### config.mk
export PLATFORM = sky130hd
export DESIGN_NAME = mem_dump_tx_flat
export DESIGN_NICKNAME = d
export VERILOG_FILES = /design/src/rtl/mem_dump_tx_pkg.sv /design/src/rtl/mem_dump_tx_if.sv /design/src/rtl/mem_dump_tx_uart.sv /design/src/rtl/mem_dump_tx.sv /design/src/flat_wrapper.sv
export SDC_FILE = /design/constraint.sdc
export NUM_CORES = 1
export LEC_CHECK = 0
export CAP_MARGIN = 25
export CORE_MARGIN = 8
export CORE_UTILIZATION = 30
export CTS_CLUSTER_DIAMETER = 150
export DETAILED_ROUTE_END_ITERATION = 10
export GPL_TIMING_DRIVEN = 0
export PLACE_DENSITY = 0.57
export SLEW_MARGIN = 15
export SYNTH_ARGS = -nofsm -noshare
export SYNTH_HDL_FRONTEND = slang
export SYNTH_SLANG_ARGS = --single-unit
### constraint.sdc
create_clock -name clk -period 1.9 [get_ports clk]
set_input_delay 0.38 -clock clk [delete_from_list [all_inputs] [get_ports clk]]
set_output_delay 0.38 -clock clk [all_outputs]
set_load 0.01 [all_outputs]
### src/rtl/mem_dump_tx_pkg.sv
// Shared definitions for the memory dump transmitter and, later, the loader's RX side.
package mem_dump_tx_pkg;

  localparam int ADR_W      = 21;
  localparam int FRAME_BITS = 10;

  typedef logic [ADR_W-1:0] adr_t;

  typedef enum logic [2:0] {
    IDLE,
    READ,
    SEND,
    WAIT_TX,
    SUM,
    DONE
  } state_t;

  function automatic adr_t adr_inc(input adr_t a);
    return a + adr_t'(1);
  endfunction

endpackage

### src/rtl/mem_dump_tx_if.sv
// Host request, external memory bus and UART output of the dump engine.
interface mem_dump_tx_if;
  import mem_dump_tx_pkg::*;

  logic       start;
  adr_t       start_adr;
  adr_t       end_adr;
  adr_t       adr;
  logic       read;
  logic [7:0] din;
  logic       hold;
  logic       tx;
  logic       busy;
  logic       done;
  logic [7:0] checksum;

  modport master (
    input  start, start_adr, end_adr, din, hold,
    output adr, read, tx, busy, done, checksum
  );

  modport slave (
    output start, start_adr, end_adr, din, hold,
    input  adr, read, tx, busy, done, checksum
  );

endinterface

### src/rtl/mem_dump_tx_uart.sv
// 8N1 UART transmitter: one load pulse while ready sends start, 8 data bits LSB first, stop.
module uart_tx_8n1
  import mem_dump_tx_pkg::*;
#(
  parameter int CLK_DIV = 104
) (
  input  logic       clk,
  input  logic       n_reset,
  input  logic       load,
  input  logic [7:0] data,
  output logic       tx,
  output logic       ready
);

  localparam int               DIV_W    = $clog2(CLK_DIV);
  localparam logic [DIV_W-1:0] DIV_LAST = DIV_W'(CLK_DIV - 1);
  localparam logic [3:0]       BIT_LAST = 4'(FRAME_BITS - 1);

  logic [DIV_W-1:0] div_cnt_reg;
  logic [3:0]       bit_cnt_reg;
  logic [8:0]       shift_reg;

  // shift_reg holds the remaining data bits with the stop bit on top.
  always_ff @(posedge clk or negedge n_reset) begin
    if (!n_reset) begin
      tx          <= 1'b1;
      ready       <= 1'b1;
      div_cnt_reg <= '0;
      bit_cnt_reg <= '0;
      shift_reg   <= '1;
    end else if (ready) begin
      if (load) begin
        tx          <= 1'b0;
        ready       <= 1'b0;
        shift_reg   <= {1'b1, data};
        div_cnt_reg <= '0;
        bit_cnt_reg <= '0;
      end
    end else if (div_cnt_reg != DIV_LAST) begin
      div_cnt_reg <= div_cnt_reg + DIV_W'(1);
    end else begin
      div_cnt_reg <= '0;
      if (bit_cnt_reg == BIT_LAST) begin
        ready <= 1'b1;
      end else begin
        bit_cnt_reg <= bit_cnt_reg + 4'd1;
        tx          <= shift_reg[0];
        shift_reg   <= {1'b1, shift_reg[8:1]};
      end
    end
  end

endmodule

### src/rtl/mem_dump_tx.sv
// Reads an inclusive, wrapping address range from the external bus and streams it over UART,
// optionally followed by an 8-bit additive checksum.
module mem_dump_tx
  import mem_dump_tx_pkg::*;
#(
  parameter int CLK_DIV   = 104,
  parameter int READ_WAIT = 2,
  parameter int SEND_SUM  = 1
) (
  input logic          clk,
  input logic          n_reset,
  mem_dump_tx_if.master bus
);

  localparam int            RW_W    = (READ_WAIT > 1) ? $clog2(READ_WAIT) : 1;
  localparam logic [RW_W-1:0] RD_LAST = RW_W'(READ_WAIT - 1);

  state_t          state_reg;
  adr_t            cur_reg;
  adr_t            last_reg;
  adr_t            adr_reg;
  logic            read_reg;
  logic            busy_reg;
  logic            done_reg;
  logic            sum_sent_reg;
  logic [RW_W-1:0] rd_cnt_reg;
  logic [7:0]      byte_reg;
  logic [7:0]      sum_reg;

  logic            tx_ready;
  logic            load;
  logic [7:0]      load_data;

  // The load pulse is combinational so a frame starts on the edge that leaves SEND/SUM.
  assign load      = ((state_reg == SEND) || (state_reg == SUM)) && tx_ready && !bus.hold;
  assign load_data = (state_reg == SUM) ? sum_reg : byte_reg;

  uart_tx_8n1 #(
    .CLK_DIV (CLK_DIV)
  ) u_tx (
    .clk     (clk),
    .n_reset (n_reset),
    .load    (load),
    .data    (load_data),
    .tx      (bus.tx),
    .ready   (tx_ready)
  );

  always_ff @(posedge clk or negedge n_reset) begin
    if (!n_reset) begin
      state_reg    <= IDLE;
      cur_reg      <= '0;
      last_reg     <= '0;
      adr_reg      <= '0;
      read_reg     <= 1'b0;
      busy_reg     <= 1'b0;
      done_reg     <= 1'b0;
      sum_sent_reg <= 1'b0;
      rd_cnt_reg   <= '0;
      byte_reg     <= '0;
      sum_reg      <= '0;
    end else begin
      done_reg <= 1'b0;
      case (state_reg)
        IDLE: begin
          if (bus.start) begin
            cur_reg      <= bus.start_adr;
            last_reg     <= bus.end_adr;
            adr_reg      <= bus.start_adr;
            read_reg     <= 1'b1;
            rd_cnt_reg   <= '0;
            sum_reg      <= '0;
            sum_sent_reg <= 1'b0;
            busy_reg     <= 1'b1;
            state_reg    <= READ;
          end
        end
        READ: begin
          if (rd_cnt_reg == RD_LAST) begin
            byte_reg  <= bus.din;
            read_reg  <= 1'b0;
            state_reg <= SEND;
          end else begin
            rd_cnt_reg <= rd_cnt_reg + RW_W'(1);
          end
        end
        SEND: begin
          if (load) begin
            sum_reg   <= sum_reg + byte_reg;
            state_reg <= WAIT_TX;
          end
        end
        SUM: begin
          if (load) begin
            sum_sent_reg <= 1'b1;
            state_reg    <= WAIT_TX;
          end
        end
        WAIT_TX: begin
          if (tx_ready) begin
            if (sum_sent_reg) begin
              state_reg <= DONE;
            end else if (cur_reg == last_reg) begin
              state_reg <= (SEND_SUM != 0) ? SUM : DONE;
            end else begin
              cur_reg    <= adr_inc(cur_reg);
              adr_reg    <= adr_inc(cur_reg);
              read_reg   <= 1'b1;
              rd_cnt_reg <= '0;
              state_reg  <= READ;
            end
          end
        end
        DONE: begin
          done_reg  <= 1'b1;
          busy_reg  <= 1'b0;
          state_reg <= IDLE;
        end
        default: state_reg <= IDLE;
      endcase
    end
  end

  assign bus.adr      = adr_reg;
  assign bus.read     = read_reg;
  assign bus.busy     = busy_reg;
  assign bus.done     = done_reg;
  assign bus.checksum = sum_reg;

endmodule

### src/flat_wrapper.sv
// flat-port wrapper written by rule: the top's interface ports become plain ports
module mem_dump_tx_flat import mem_dump_tx_pkg::*;
#(
  parameter int CLK_DIV   = 104,
  parameter int READ_WAIT = 2,
  parameter int SEND_SUM  = 1
)
  (clk, n_reset, bus_start, bus_start_adr, bus_end_adr, bus_din, bus_hold, bus_adr, bus_read, bus_tx, bus_busy, bus_done, bus_checksum);
  mem_dump_tx_if bus_i ();
  input logic clk;
  input logic n_reset;
  input wire logic [$bits(bus_i.start)-1:0] bus_start;
  input wire logic [$bits(bus_i.start_adr)-1:0] bus_start_adr;
  input wire logic [$bits(bus_i.end_adr)-1:0] bus_end_adr;
  input wire logic [$bits(bus_i.din)-1:0] bus_din;
  input wire logic [$bits(bus_i.hold)-1:0] bus_hold;
  output wire logic [$bits(bus_i.adr)-1:0] bus_adr;
  output wire logic [$bits(bus_i.read)-1:0] bus_read;
  output wire logic [$bits(bus_i.tx)-1:0] bus_tx;
  output wire logic [$bits(bus_i.busy)-1:0] bus_busy;
  output wire logic [$bits(bus_i.done)-1:0] bus_done;
  output wire logic [$bits(bus_i.checksum)-1:0] bus_checksum;
  assign bus_i.start = bus_start;
  assign bus_i.start_adr = bus_start_adr;
  assign bus_i.end_adr = bus_end_adr;
  assign bus_i.din = bus_din;
  assign bus_i.hold = bus_hold;
  assign bus_adr = bus_i.adr;
  assign bus_read = bus_i.read;
  assign bus_tx = bus_i.tx;
  assign bus_busy = bus_i.busy;
  assign bus_done = bus_i.done;
  assign bus_checksum = bus_i.checksum;
  mem_dump_tx #(.CLK_DIV(CLK_DIV), .READ_WAIT(READ_WAIT), .SEND_SUM(SEND_SUM)) u_core (.clk(clk), .n_reset(n_reset), .bus(bus_i));
endmodule
==> summary.md <==
| Metric | Value |
|---|---|
| Status | finished with violations |
| Failing checks | negative setup slack |
| Number of global-route vias before repair | 4558 |
| Fin crit share | 1.088 |
| Layout cells sized above 1 | 0.2394 |
| WL met1 | 6.947 mm |
| Commonest non-fill, non-tap cell in the layout | nand2_1 |
| R2R Path Start | u_core.state_reg[2] |
| Final clock skew | 9.059 ps |
| CTS Buf Count | 9 |
| Clock buffer depth | 2 |
| Post-Syn Area per Cell | 8.937 um^2 |
| Post-Synthesis Cells | 546 |
| Max cap viols | 0 |
| DR pass1 iterations | 4 |
| DR WL/cell | 17.37 um |
| Top FF cell, synth | dfrtp_1 |
| Final #Nets | 742 |
| Critical Path RT | 2140 ps |
| Die Wd | 143.5 um |
| RSZ-0062 raised after global routing | yes |
| DP Wirelength | 11.09 mm |
| Setup crit start | u_core.state_reg[2] |
| CTS tree | done |
| Post-synthesis sequential area ratio | 0.4487 |
| Worst-Margin Slew | 698.4 ps |
| Final Critical Period | 2067 ps |
| Async S/R FF share, synth | 1.000 |
| Slew HR | 0.5319 |
| Clock Root Buffer | clkbuf_16 |
| Net Count, Synth | 612 |
| Fin worst setup slack | -166.8 ps |
| DR iter-0 viols | 319 |
| RD Place Congestion | 0.9294 |
| Peak VDD IR | 0.5519 mV |
| DR vias/cell | 5.113 |
| #FFs+latches synth | 87 |
| Clock sinks | 87 |
| Max Clock Freq | 483.8 MHz |
| Hold-fix buffers, CTS | 0 |
| Worst EP arrival | 2300 ps |
| Top sig layer | met4 |
| Die H | 143.5 um |
| Worst hold slack | 67.61 ps |
| Vias | 4586 |
| Final setup viols | 24 |
| Reg clk slew, reported paths | 70 ps |
| Initial antenna violation count | 0 |
| GRT Total Usage | 0.1546 |
| Crit path capture type | register |
| Max FO, Critical Path | 10 |
| Critical setup path kind | reg2reg |
| Row count | 46 |
| Synth Warn # | 0 |
| Most frequent cells in the layout | nand2_1 (106), clkdlybuf4s50_1 (84), dfrtp_1 (63) |
| Crit start category | register |
| Dpl cells | 849 |
| Final WL | 15.58 mm |
| Starting density of the core | 0.3072 |
| I/O Buffers | 86 |
| CTS H-Tree Depth | 3 |
| Final slew viol count | 0 |
| ANT cells | 0 |
| Core box area | 15890 um^2 |
| Die ar. | 20600 um^2 |
| Pwr dens | 1641 nW/um^2 |
| Worst min-delay path class | in2async |
| Area of the mapped netlist | 4880 um^2 |
| GR Overflow Total | 0 |
| Met3 wire len | 733 um |
| Fin cells | 897 |
| Library cells used by synthesis | 57 |
| First-pass GRT wire length | 24.68 mm |
| Hold Fails Final Rpt | 0 |
| # IOs | 87 |
| Pleak | 0.002918 uW |
| Layout area overhead | 44.23% |
| ANT nets after route | 0 |
| DP Worst Slack | -474.0 ps |
| DR DRC count | 0 |
| EDFF count, synth | 0 |
| FILL cells | 1557 |
| Largest net degree at the start of global routing | 52 |
| Met2 Wirelength | 7.460 mm |
| Clk Latency, worst-skew pair | 350 ps |
path summary, 6_finish.rpt:
kind | to | slack (ps) | depth (start not counted)
max | u_core.cur_reg[8] | -170 | 7
min | u_core.cur_reg[12] | 70 | 1
max reg2reg | u_core.cur_reg[8] | -170 | 7
min reg2reg | u_core.u_tx.shift_reg[3] | 480 | 2
max in group asynchronous | u_core.u_tx.shift_reg[2] | 1120 | 2
min in group clk | u_core.u_tx.shift_reg[3] | 480 | 2
layer usage:
layer / vias to the layer above / global-route usage
met5: - / 0
met4: 0 / 0.06918
met3: 28 / 0.02555
met2: 144 / 0.2496
met1: 2225 / 0.1994
li1: 2189 / -
cell usage after synthesis, types with 5 or more instances:
cell type    n  area (um^2)
a211oi_1     5        37.54
a21o_1       5        37.54
a21oi_1     35        175.2
a32o_1       6        60.06
buf_2        7        35.03
clkbuf_1    24        90.09
dfrtp_1     77         1927
dfstp_2     10        262.8
ha_1        11        137.6
inv_1       11        41.29
mux2_2       9        101.4
mux2i_1     10        100.1
nand2_1    109        409.1
nand3_1     27        135.1
nand4_1      8        50.05
nor2_1      31        116.4
nor3_1      12        60.06
nor4_1       5        31.28
o211ai_1     6        45.04
o21ai_0     31        155.2
o22ai_1      8        50.05
o31ai_1      9        67.56
xnor2_1      8        70.07
xor2_1      23        201.4
stage by stage:
step           instance area (um^2)  power, uW  TNS (ps)    util
2_1_floorplan                  4903       6553    -74.52       -
3_3_place_gp                   6035       8307   -259970  0.3799
3_5_place_dp                   6052       8419    -22410  0.3810
4_1_cts                        6736      10990     -2228  0.4241
5_1_grt                        7038      12330     -4402  0.4431
6_report                       7038      11550     -2331  0.4431
worst max-delay path, cell delays in order (launching register included):
cell and delay (ps):
dfrtp_1 420, clkbuf_2 190, and3b_1 230, clkbuf_1 250, buf_2 310, o21ai_0 170, a311oi_2 330, a21oi_1 60
layout make-up:
cell class / count / area, um^2 / share of cell area
well taps: 216 / 270.3 / 0.03840
plain buffers: 34 / 220.2 / 0.03129
repair buffers: 124 / 1197 / 0.1701
inverters: 11 / 41.29 / 0.005867
clock buffers: 9 / 225.2 / 0.03200
flip-flops and latches: 87 / 2207 / 0.3136
multi-input cells: 409 / 2756 / 0.3916
clock inverters: 7 / 120.1 / 0.01707
logic make-up (layout without fill, tap and decap cells):
group | after synthesis | after routing | share of synthesized area
AO/OA/AOI/OAI | 129 | 129 | 0.1708
AND/OR/NAND/NOR | 218 | 218 | 0.2038
XOR/XNOR | 31 | 31 | 0.05564
multiplexers | 19 | 19 | 0.04128
adder cells (fa/ha/maj) | 12 | 12 | 0.03231
flip-flops | 87 | 87 | 0.4487
buffers and inverters | 50 | 185 | 0.04743
where the power goes:
part | leakage, uW | total [uW] | switching, uW | internal, uW
Clock | 0.000168 | 2080 | 786 | 1290
Sequential | 0.00103 | 3690 | 921 | 2760
Combinational | 0.00172 | 5790 | 2950 | 2840
what timing repair did:
| item | CTS | global route |
|---|---|---|
| pin swaps | 28 | 21 |
| setup buffers | 23 | 13 |
| resized for setup | 55 | 58 |
| gates cloned | 0 | 1 |
| endpoints found under the setup margin | 58 | 75 |
No activity file was read; power rests on OpenSTA's default activity.
